===== src/rtl/seq_bin_to_bcd.sv =====
// Sequential shift-and-add-3 (double-dabble) binary to BCD converter.
// Converts the magnitude of a signed or unsigned input and reports the sign separately.
module seq_bin_to_bcd #(
    parameter int WIDTH  = 8,
    parameter int DIGITS = 3
) (
    input  logic                  clk,
    input  logic                  rst,
    input  logic                  start,
    input  logic                  signed_mode,
    input  logic [WIDTH-1:0]      bin_in,
    output logic [4*DIGITS-1:0]   bcd_out,
    output logic                  neg,
    output logic                  busy,
    output logic                  done
);

    localparam int SW = 4 * DIGITS;
    localparam int CW = $clog2(WIDTH + 1);

    typedef enum logic [1:0] {
        IDLE,
        SHIFT,
        DONE
    } state_t;

    state_t           state_reg, state_next;
    logic [WIDTH-1:0] mag_reg, mag_next;
    logic [SW-1:0]    scratch_reg, scratch_next;
    logic [CW-1:0]    count_reg, count_next;
    logic             sign_reg, sign_next;
    logic [SW-1:0]    bcd_reg, bcd_next;
    logic             neg_reg, neg_next;

    logic [SW-1:0]    scratch_adj;
    logic [SW-1:0]    scratch_shift;
    logic [WIDTH-1:0] mag_in;

    // Per-digit add-3 correction applied before every shift.
    generate
        for (genvar gi = 0; gi < DIGITS; gi++) begin : g_digit_adj
            assign scratch_adj[4*gi +: 4] = (scratch_reg[4*gi +: 4] >= 4'd5)
                                          ? scratch_reg[4*gi +: 4] + 4'd3
                                          : scratch_reg[4*gi +: 4];
        end
    endgenerate

    // The top bit of the adjusted scratch is always zero when DIGITS is sized correctly.
    assign scratch_shift = SW'({scratch_adj, mag_reg[WIDTH-1]});

    // Two's-complement negation wraps -2^(WIDTH-1) onto its own unsigned magnitude.
    assign mag_in = (signed_mode && bin_in[WIDTH-1])
                  ? (~bin_in + {{(WIDTH-1){1'b0}}, 1'b1})
                  : bin_in;

    always_comb begin
        state_next   = state_reg;
        mag_next     = mag_reg;
        scratch_next = scratch_reg;
        count_next   = count_reg;
        sign_next    = sign_reg;
        bcd_next     = bcd_reg;
        neg_next     = neg_reg;
        case (state_reg)
            IDLE: begin
                if (start) begin
                    mag_next     = mag_in;
                    sign_next    = signed_mode & bin_in[WIDTH-1];
                    scratch_next = '0;
                    count_next   = CW'(WIDTH);
                    state_next   = SHIFT;
                end
            end
            SHIFT: begin
                scratch_next = scratch_shift;
                mag_next     = {mag_reg[WIDTH-2:0], 1'b0};
                count_next   = count_reg - 1'b1;
                if (count_reg == CW'(1)) begin
                    // Publish on entry to DONE so the result is visible alongside the pulse.
                    bcd_next   = scratch_shift;
                    neg_next   = sign_reg;
                    state_next = DONE;
                end
            end
            DONE: begin
                state_next = IDLE;
            end
            default: begin
                state_next = IDLE;
            end
        endcase
    end

    always_ff @(posedge clk) begin
        if (rst) begin
            state_reg   <= IDLE;
            mag_reg     <= '0;
            scratch_reg <= '0;
            count_reg   <= '0;
            sign_reg    <= 1'b0;
            bcd_reg     <= '0;
            neg_reg     <= 1'b0;
        end else begin
            state_reg   <= state_next;
            mag_reg     <= mag_next;
            scratch_reg <= scratch_next;
            count_reg   <= count_next;
            sign_reg    <= sign_next;
            bcd_reg     <= bcd_next;
            neg_reg     <= neg_next;
        end
    end

    assign bcd_out = bcd_reg;
    assign neg     = neg_reg;
    assign busy    = (state_reg != IDLE);
    assign done    = (state_reg == DONE);

endmodule


===== config.mk =====
export PLATFORM = sky130hd
export DESIGN_NAME = seq_bin_to_bcd
export DESIGN_NICKNAME = d
export VERILOG_FILES = /design/src/rtl/seq_bin_to_bcd.sv
export SDC_FILE = /design/constraint.sdc
export NUM_CORES = 1
export LEC_CHECK = 0
export ABC_AREA = 1
export BUFFER_PORTS_ARGS = -buffer_cell sky130_fd_sc_hd__buf_2
export CAP_MARGIN = 40
export CORE_ASPECT_RATIO = 1.5
export CORE_MARGIN = 2
export CORE_UTILIZATION = 37
export CTS_BUF_LIST = sky130_fd_sc_hd__clkbuf_4 sky130_fd_sc_hd__clkbuf_8
export CTS_CLUSTER_SIZE = 28
export DETAILED_ROUTE_END_ITERATION = 10
export PLACE_DENSITY = 0.67
export SYNTH_ARGS = -nofsm -noshare
export SYNTH_HDL_FRONTEND = slang
export SYNTH_SLANG_ARGS = --single-unit

===== constraint.sdc =====
create_clock -name clk -period 3.7 [get_ports clk]
set_input_delay 0.74 -clock clk [delete_from_list [all_inputs] [get_ports clk]]
set_output_delay 0.74 -clock clk [all_outputs]
set_load 0.02 [all_outputs]

Yosys cells after proc, flatten, opt, wreduce, memory -nomap -nowiden
Cells that the tools add are included.
W data, S select, Z words.
{ "totals": {"register_bits": 40, "elab_cells": 43, "output_inout_bits": 15, "inputBits": 12} }
{ "op_classes": {"add_sub_neg": 5, "n_mux": 13, "bitwise_logic": 2, "eq_ne": 5, "order_cmp": 3, "reduce_logical": 8} }
{ "ops": {"columns": ["cell", "n"], "rows": [
  ["$pmux W12 S2", 1],
  ["$mux W8", 2],
  ["$pmux W8 S2", 1],
  ["$ge A4 B3 Y1 const B", 3],
  ["$mux W12", 1],
  ["$mux W4", 3],
  ["$add A4 B2 Y4 const B", 2],
  ["$add A8 B1 Y8 const B", 1],
  ["$not A8 Y8", 1],
  ["$pmux W4 S2", 1],
  ["$reduce_and A2 Y1", 4],
  ["$eq A4 B1 Y1 const B", 1],
  ["$mux W2", 2],
  ["$ne A2 B2 Y1 const B", 2],
  ["$pmux W2 S2", 1],
  ["$reduce_bool A2 Y1", 2],
  ["$sub A4 B1 Y4 const B", 1],
  ["$add A3 B2 Y3 const B", 1],
  ["$mux W3", 1],
  ["$eq A2 B1 Y1 const B", 1],
  ["$eq A2 B2 Y1 const B", 1],
  ["$logic_not A2 Y1", 1],
  ["$and A1 B1 Y1", 1],
  ["$logic_and A1 B1 Y1", 1]
]} }

Logic depth before layout (Yosys ltp)
Gate-level depths: netlist (run 1).
{ "depth": {"depth_word": 5, "ltp_mapped": 10, "depth_no_buf": 10} }

Least setup slack after synthesis (run 1)
OpenSTA, ideal clock, no wires.
{ "synth_timing": {"path_type": "in2reg", "start": "input port bin_in[0]", "end": "register mag_reg[2]", "path_stages": 5, "setup_slack_ns": 2.247, "setup_ns": 0.136, "n_path_buf": 0, "t_required_ns": 3.564, "arrival_time_ns": 1.317, "path_cell_list": "inv_1 -> ha_1 -> nor2_1 -> xnor2_1 -> o22ai_1"} }
{ "synth_between": {"elab_chain_len": 5} }
{ "synth_lines": {"columns": ["item", "line_no", "text"], "rows": [
  ["start: declaration", "11", "input logic [WIDTH-1:0] bin_in,"],
  ["$not A8 Y8", "53", "? (~bin_in + {{(WIDTH-1){1'b0}}, 1'b1})"],
  ["$add A8 B1 Y8", "53", null],
  ["$mux W8", "53", null],
  ["$mux W8", "66", "if (start) begin"],
  ["$pmux W8 S2", "64", "case (state_reg)"],
  ["end signal: assignment", "105", "mag_reg <= mag_next;"],
  ["end: declaration", "28", "logic [WIDTH-1:0] mag_reg, mag_next;"]
]} }
Every way passes these cells. The select of a mux whose other input is x is not followed.
A chain may end at the register's enable or synchronous reset.

==> results of run 1 <==
-- how the worst max path moves through the flow --
| stage | start | endpoint | cells past startpoint |
|---|---|---|---|
| after floorplan | bin_in[0] | mag_reg[2] | 5 |
| after global placement | rst | mag_reg[4] | 6 |
| after detailed placement | rst | mag_reg[4] | 6 |
| after CTS | rst | mag_reg[4] | 6 |
| after global routing | rst | mag_reg[4] | 6 |
| final | rst | mag_reg[4] | 6 |
-- placed cells by master (no fill, tap or decap), types with 5 or more instances in the layout --
| master | count |
|---|---|
| o21ai_0 | 27 |
| ha_1 | 9 |
| nand3_1 | 17 |
| clkbuf_8 | 6 |
| nor2_1 | 27 |
| dfxtp_1 | 40 |
| buf_2 | 26 |
| o22ai_1 | 6 |
| nand2_1 | 46 |
| inv_1 | 33 |
| a21oi_1 | 15 |
| o21ai_1 | 7 |
| a22oi_1 | 5 |
-- where the power goes --
| part | internal [mW] | switching, mW | leakage, nW |
|---|---|---|---|
| clock | 0.149 | 0.151 | 0.0510 |
| combinational | 0.0382 | 0.0783 | 0.571 |
| sequential | 0.452 | 0.0130 | 0.325 |
| total | 0.639 | 0.243 | 0.947 |
-- worst max-delay path, stage by stage --
cell and delay, ns:
buf_2 0.26, inv_2 0.19, nand2_1 0.40, inv_1 0.17, a22oi_1 0.15, o21ai_0 0.09
-- layout make-up --
class	instances	area (sq um)
multi-input cells	175	918.4
clock inverters	2	10.01
flip-flops and latches	40	800.8
well taps	66	82.58
clock buffers	6	82.58
inverters	38	150.1
repair buffers	26	130.1
fillers	533	2713
-- cell families (layout without fill, tap and decap cells) --
group                      count (synthesis)  after routing  synth area share, %
and+or+nand+nor                           97             97                21.88
AOI/OAI and AO/OA                         66             66                19.30
buffers and inverters                     42             72                9.187
DFF                                       40             40                42.30
adders and majority gates                  9              9                5.949
xor gates and xnor gates                   3              3                1.388
-- through the flow --
stage / total power, mW / cell area [sq um]
6_report: 0.8822 / 2175
2_1_floorplan: 0.5563 / 1893
3_3_place_gp: 0.5908 / 2082
3_5_place_dp: 0.5920 / 2082
5_1_grt: 0.9245 / 2175
4_1_cts: 0.8896 / 2175
-- layer usage --
layer	global-route usage [%]	share of wire, %
met1	16.26	43
met4	7.407	2.1
met3	3.841	4.0
met5	0	0
met2	29.03	50
==> results.sh, run 1 <==
export IMPL_dieArea_sq_um=5717
export IMPL_cts_sinks=40
export IMPL_diodes=0
export IMPL_postCtsSetupRepairBufs=0
export IMPL_max_freq_mhz=545.8
export IMPL_layout_setup_ws_ns=1.868
export IMPL_synth_largest_area_cell="dfxtp_1"
export IMPL_dr_total_vias=1722
export IMPL_rsz0062_at_grt="no"
export IMPL_fin_cells=353
export IMPL_tightest_slew_ns=0.4520
export IMPL_grt_ovfl_total=0
export IMPL_synth_cell_types=29
export IMPL_ys_warnings_count=0
export IMPL_htree_levels=2
export IMPL_p_leak_nw=0.9473
export IMPL_synth_fp_nets=278
export IMPL_final_core_util_pct=44.50
export IMPL_syn_area_sq_um=1893
export IMPL_skew_ns=0.005342
export IMPL_core_area_sq_um=4887
export IMPL_synthCells=257
export IMPL_hpwl_um=2997
export IMPL_yosys_most_used_dff="dfxtp_1"
export IMPL_routed_wl_um=4072
export IMPL_cp_arrival_ns=2.01
export IMPL_maxCapViolCount=0
export IMPL_synth_common_cells="nand2_1 (46), dfxtp_1 (40), inv_1 (33)"
export IMPL_wl_per_cell_um=11.54
export IMPL_dp_cells=345
export IMPL_hp_class="flop to flop"
export IMPL_vdd_ir_drop_max_mv=0.2107
export IMPL_drc=0
export IMPL_grt_pass1_vias=1692
export IMPL_synth_most_common_cell="nand2_1"
export IMPL_syn_area_per_cell_sq_um=7.366
export IMPL_numCtsBuffers=5
export IMPL_hold_end="mag_reg[0]"
export IMPL_post_cts_resized=0
export IMPL_relSlewSlack_pct=69.79
export IMPL_layout_area_overhead_vs_synth_pct=14.87
export IMPL_place_congestion=0.7720
export IMPL_num_rows=31
export IMPL_yosys_area_top_type_share_pct=42.30
export IMPL_dp_slack_ns=1.584
export IMPL_synth_area_leaders="dfxtp_1 (42%), nand2_1 (9.1%), o21ai_0 (7.1%)"
export IMPL_cts_buffer_depth=2
export IMPL_fin_crit_sh_pct=49.52
export IMPL_finalSetupViolCount=0
export IMPL_clockRootBuffer="clkbuf_8"
export IMPL_cp_start_kind="input pin"
export IMPL_die_h_um=91.61
export IMPL_nets=307
export IMPL_portBuffers=26
export IMPL_crit_type="input pin to flop"
export IMPL_grtUsageTotal_pct=15.68
export IMPL_hold_viol_final=0
export IMPL_r2r_slack_ns=2.22
export IMPL_outcome="finished, final reports clean"
export IMPL_hold_ws_ns=0.4722
export IMPL_crit_required_ns=3.88
export IMPL_fin_crit_ns=1.832
export IMPL_min_from="mag_reg[0]"
export IMPL_vias_per_cell=4.878
export IMPL_grt_max_degree=20
export IMPL_min_path_cells=2
export IMPL_initialDrtViolationCount=44
export IMPL_clk_insertion_delay_late_ns=0.29
export IMPL_reg2reg_from="state_reg[0]"
export IMPL_finalMaxSlewViolations=0
export IMPL_fp_dieW_um=62.41
export IMPL_initial_core_util_pct=38.74
export IMPL_r2r_cells=5
export IMPL_setup_tns_ns=0
export IMPL_rr_endpoint="mag_reg[4]"
export IMPL_cp_max_fo=15
export IMPL_async_flop_share_pct=0
export IMPL_layout_drive_gt1_share_pct=14.98
export IMPL_cts_tree="done"
export IMPL_synth_edf_count=0
export IMPL_dr_pass1_iters=4
export IMPL_hold_buffers=0
export IMPL_seq_area_frac_synth_pct=42.30
export IMPL_clk_pin_slew_ns=0.07
export IMPL_antenna_found_initial=0
export IMPL_power_per_cell_area_nw_per_um2=405.7
export IMPL_grt_first_pass_wirelength_um=7134
export IMPL_drtAntennaViolNets=0
export IMPL_synth_seq_cells=40
export IMPL_io_pins=27
export IMPL_end_kind="flop"
No activity file was read; power rests on OpenSTA's default activity.
==> inputs of run 2 (changes only) <==
==> constraint.sdc (replaced) <==
create_clock -name clk -period 1.8 [get_ports clk]
set_input_delay 0.36 -clock clk [delete_from_list [all_inputs] [get_ports clk]]
set_output_delay 0.36 -clock clk [all_outputs]
set_load 0.02 [all_outputs]
==> results.sh, run 2 (same netlist as run 1, synthesis figures left out) <==
export IMPL_die_h_um=91.61
export IMPL_portBuffers=26
export IMPL_stdcell_area_sq_um=2201
export IMPL_initial_core_util_pct=38.74
export IMPL_crit_required_ns=1.98
export IMPL_relSlewSlack_pct=76.70
export IMPL_num_rows=31
export IMPL_skew_ns=0.003106
export IMPL_outcome="finished, final reports clean"
export IMPL_cts_tree="done"
export IMPL_crit_path_max_incr_delay_ns=0.33
export IMPL_cp_start_kind="flop"
export IMPL_initialDrtViolationCount=53
export IMPL_post_cts_resized=0
export IMPL_grtUsageTotal_pct=16.07
export IMPL_crit_type="flop to flop"
export IMPL_wl_per_cell_um=12.03
export IMPL_finalSetupViolCount=0
export IMPL_layout_drive_gt1_share_pct=15.57
export IMPL_core_area_sq_um=4887
export IMPL_hold_ws_ns=0.3888
export IMPL_setup_tns_ns=0
export IMPL_layout_area_overhead_vs_synth_pct=16.26
export IMPL_clk_insertion_delay_late_ns=0.30
export IMPL_numCtsBuffers=5
export IMPL_power_per_cell_area_nw_per_um2=840.9
export IMPL_min_from="bin_in[0]"
export IMPL_vdd_ir_drop_max_mv=0.3463
export IMPL_max_freq_mhz=669.8
export IMPL_grt_pass1_vias=1615
export IMPL_vias_per_cell=4.854
export IMPL_hold_buffers=0
export IMPL_final_common_cell="nand2_1"
export IMPL_antenna_found_initial=0
export IMPL_dr_pass1_iters=4
export IMPL_cts_buffer_depth=2
export IMPL_reg2reg_from="scratch_reg[4]"
export IMPL_drc=0
export IMPL_htree_levels=2
export IMPL_end_kind="flop"
export IMPL_clockRootBuffer="clkbuf_8"
export IMPL_clk_pin_slew_ns=0.07
export IMPL_drtAntennaViolNets=0
export IMPL_crit_start="scratch_reg[4]"
export IMPL_dr_total_vias=1723
export IMPL_rsz0062_at_grt="no"
export IMPL_rr_endpoint="scratch_reg[6]"
export IMPL_cts_sinks=40
export IMPL_diodes=0
export IMPL_hp_class="input pin to flop"
export IMPL_cp_max_fo=4
export IMPL_grt_ovfl_total=0
export IMPL_hold_viol_final=0
export IMPL_crit_buf_inv=2
export IMPL_path_cells="inv_1 > ha_1 > nor2_1 > inv_1 > nand3_1 > o21ai_0 > o21ai_0"
export IMPL_critical_path_top_delay_family="compound AO/OA/AOI/OAI gates"
export IMPL_p_leak_nw=0.9609
export IMPL_tightest_slew_ns=0.3459
export IMPL_grt_max_degree=20
export IMPL_hpwl_um=3308
export IMPL_critPathSlowestCell="dfxtp_1"
export IMPL_r2r_slack_ns=0.31
export IMPL_maxCapViolCount=0
export IMPL_layout_common_cells="nand2_1 (46), dfxtp_1 (40), inv_1 (33)"
export IMPL_grt_first_pass_wirelength_um=7258
export IMPL_nets=310
export IMPL_placed_cell_area_sq_um=2105
export IMPL_fin_crit_ns=1.493
export IMPL_postCtsSetupRepairBufs=0
export IMPL_routed_wl_um=4271
export IMPL_finalMaxSlewViolations=0
export IMPL_dieArea_sq_um=5717
export IMPL_hold_end="mag_reg[0]"
export IMPL_cp_arrival_ns=1.67
export IMPL_fp_dieW_um=62.41
export IMPL_min_path_cells=3
export IMPL_place_congestion=0.8065
export IMPL_fin_crit_sh_pct=82.94
export IMPL_r2r_cells=7
export IMPL_io_pins=27
[run 2: changes by cell type in the layout (fill, tap and decap cells not counted)]
cell	previous run	this run
buf_4	0	3
clkbuf_8	6	7
clkinv_2	2	0
[run 2: worst max-delay path by stage]
stage | to | cells after the start
6_report | scratch_reg[6] | 7
5_1_grt | scratch_reg[6] | 7
4_1_cts | scratch_reg[6] | 7
3_5_place_dp | scratch_reg[6] | 7
3_3_place_gp | bcd_out[8] | 10
2_1_floorplan | bcd_out[11] | 9
[run 2: cell type report]
type | count | area, sq um
sequential | 40 | 800.8
multi-input combinational | 175 | 918.4
timing repair buffer | 29 | 152.6
clock buffer | 7 | 96.34
inverter | 38 | 150.1
fill | 545 | 2686
tap | 66 | 82.58
[run 2: layer usage]
metal  track usage, %  routed length (um)  vias up
met3            3.470                 157        6
li1                 -                   -      909
met2            30.38                2192       33
met1            16.81                1841      775
met5                0                   0        -
met4            6.667                  81        0
[run 2: metrics by stage]
step / total power, mW / util, % / instances / worst slack (ns)
finish: 1.851 / 45.03 / 355 / 0.3070
global route: 1.937 / 45.03 / 355 / 0.1659
CTS: 1.871 / 45.03 / 355 / 0.3133
detailed placement: 1.227 / 43.06 / 348 / 0.3479
global placement: 1.224 / 43.06 / 348 / 0.3684
floorplan: 1.144 / - / 257 / 0.5460
[run 2: report_power, final]
group          total, mW  internal [mW]  switching [mW]
logic              0.246         0.0854           0.161
registers          0.959          0.930          0.0285
clock network      0.646          0.341           0.305
total               1.85           1.36           0.494
[run 2: worst register-to-register path: stages (launching register included)]
cell and delay (ns):
dfxtp_1 0.33, inv_1 0.13, ha_1 0.21, nor2_1 0.06, inv_1 0.09, nand3_1 0.12, o21ai_0 0.33, o21ai_0 0.12
==> inputs of run 3 (changes only) <==
==> constraint.sdc (replaced) <==
create_clock -name clk -period 1.55 [get_ports clk]
set_input_delay 0.31 -clock clk [delete_from_list [all_inputs] [get_ports clk]]
set_output_delay 0.31 -clock clk [all_outputs]
set_load 0.02 [all_outputs]
==> results.sh, run 3 (same netlist as run 1, synthesis figures left out) <==
export IMPL_critical_path_top_delay_family="compound AO/OA/AOI/OAI gates"
export IMPL_hpwl_um=3158
export IMPL_r2r_cells=7
export IMPL_fin_crit_sh_pct=86.62
export IMPL_min_path_cells=3
export IMPL_clk_insertion_delay_late_ns=0.28
export IMPL_io_pins=27
export IMPL_numCtsBuffers=5
export IMPL_finalPower_mw=2.127
export IMPL_drc=0
export IMPL_min_from="bin_in[0]"
export IMPL_maxCapViolCount=0
export IMPL_fillCellCount=536
export IMPL_cp_start_kind="flop"
export IMPL_route_top_layer_used="met4"
export IMPL_dp_cells=348
export IMPL_initialDrtViolationCount=63
export IMPL_dp_slack_ns=0.1837
export IMPL_nets=310
export IMPL_crit_type="flop to flop"
export IMPL_portBuffers=26
export IMPL_antenna_found_initial=0
export IMPL_hold_viol_final=0
export IMPL_outcome="finished, final reports clean"
export IMPL_fp_dieW_um=62.41
export IMPL_fin_crit_ns=1.343
export IMPL_p_leak_nw=0.9626
export IMPL_grtUsageTotal_pct=15.13
export IMPL_final_common_cell="nand2_1"
export IMPL_routed_wl_um=4119
export IMPL_wl_met1_um=1808
export IMPL_cts_buffer_depth=2
export IMPL_vias_per_cell=4.904
export IMPL_num_rows=31
export IMPL_diodes=0
export IMPL_r2r_slack_ns=0.21
export IMPL_vdd_ir_drop_max_mv=0.4193
export IMPL_crit_required_ns=1.72
export IMPL_relSlewSlack_pct=80.19
export IMPL_fin_cells=356
export IMPL_dr_total_vias=1746
export IMPL_dieArea_sq_um=5717
export IMPL_dr_pass1_iters=5
export IMPL_multiInputGateArea_sq_um=920.9
export IMPL_grt_pass1_vias=1586
export IMPL_finalSetupViolCount=0
export IMPL_clockRootBuffer="clkbuf_8"
export IMPL_htree_levels=2
export IMPL_crit_path_max_incr_delay_ns=0.32
export IMPL_grt_first_pass_wirelength_um=6941
export IMPL_cp_max_fo=4
export IMPL_crit_buf_inv=2
export IMPL_tightest_slew_ns=0.2972
export IMPL_finalMaxSlewViolations=0
export IMPL_rr_endpoint="scratch_reg[2]"
export IMPL_path_cells="inv_1 > ha_1 > nor2_1 > inv_1 > nand3_1 > o21ai_0 > o21ai_0"
export IMPL_wl_per_cell_um=11.57
export IMPL_die_h_um=91.61
export IMPL_cp_arrival_ns=1.51
export IMPL_hp_class="input pin to flop"
export IMPL_critPathSlowestCell="dfxtp_1"
export IMPL_cts_sinks=40
export IMPL_rsz0062_at_grt="no"
export IMPL_dr_wl_met2_um=2053
export IMPL_cts_tree="done"
export IMPL_power_per_cell_area_nw_per_um2=964.8
export IMPL_grt_max_degree=20
export IMPL_layout_setup_ws_ns=0.2074
export IMPL_end_kind="flop"
export IMPL_hold_end="mag_reg[0]"
export IMPL_place_congestion=0.8117
export IMPL_layout_common_cells="nand2_1 (46), dfxtp_1 (40), inv_1 (33)"
export IMPL_max_freq_mhz=744.8
export IMPL_skew_ns=0.004201
export IMPL_regArea_sq_um=800.8
export IMPL_setup_tns_ns=0
export IMPL_core_area_sq_um=4887
export IMPL_drtAntennaViolNets=0
export IMPL_clk_pin_slew_ns=0.07
export IMPL_postCtsSetupRepairBufs=0
export IMPL_reg2reg_from="scratch_reg[0]"
export IMPL_initial_core_util_pct=38.74
export IMPL_met3WireLength_um=166
export IMPL_final_core_util_pct=45.11
export IMPL_layout_area_overhead_vs_synth_pct=16.46
export IMPL_grt_ovfl_total=0
export IMPL_layout_drive_gt1_share_pct=16.21
-- run 3: cell types whose count changed in the layout (fill, tap and decap cells not counted), sizes merged --
cell    change
clkbuf      +1
-- run 3: worst max path at each step --
stage,startpoint,endpoint,cells after the start
finish,scratch_reg[0],scratch_reg[2],7
global route,scratch_reg[0],scratch_reg[2],8
CTS,count_reg[1],bcd_out[8],10
detailed placement,count_reg[1],bcd_out[8],10
global placement,count_reg[1],bcd_out[4],10
floorplan,count_reg[1],bcd_out[11],9
-- run 3: report_power, final --
| group | total (mW) | internal [mW] | switching (mW) |
|---|---|---|---|
| combinational | 0.292 | 0.0995 | 0.193 |
| clock | 0.721 | 0.398 | 0.324 |
| sequential | 1.11 | 1.08 | 0.0328 |
| total | 2.13 | 1.58 | 0.549 |
-- run 3: per-layer routing --
layer	vias to the layer above	global-route usage, %
met5	-	0
met4	0	6.111
met3	11	3.965
met2	33	27.78
met1	792	16.17
li1	910	-
-- run 3: per-stage QoR --
stage	hold WS [ns]	cell area, sq um
6_report	0.3305	2205
4_1_cts	0.3351	2202
3_5_place_dp	0.4493	2105
2_1_floorplan	0.4286	1893
3_3_place_gp	0.4516	2105
5_1_grt	0.3497	2205
-- run 3: worst register-to-register path, cell delays in order (launching register included) --
cell and delay (ns):
dfxtp_1 0.32, inv_1 0.11, ha_1 0.20, nor2_1 0.05, inv_1 0.08, nand3_1 0.11
o21ai_0 0.24, o21ai_0 0.10
-- run 3: layout make-up --
class                   count  area share, %
clock buffers               8          4.427
multi-input cells         175          41.77
inverters                  38          6.810
flip-flops and latches     40          36.32
repair buffers             29          6.924
well taps                  66          3.746
-- run 3: repair_timing --
item	CTS	global route
setup endpoints to repair	0	1
resized for setup	0	1
hold buffers	0	0
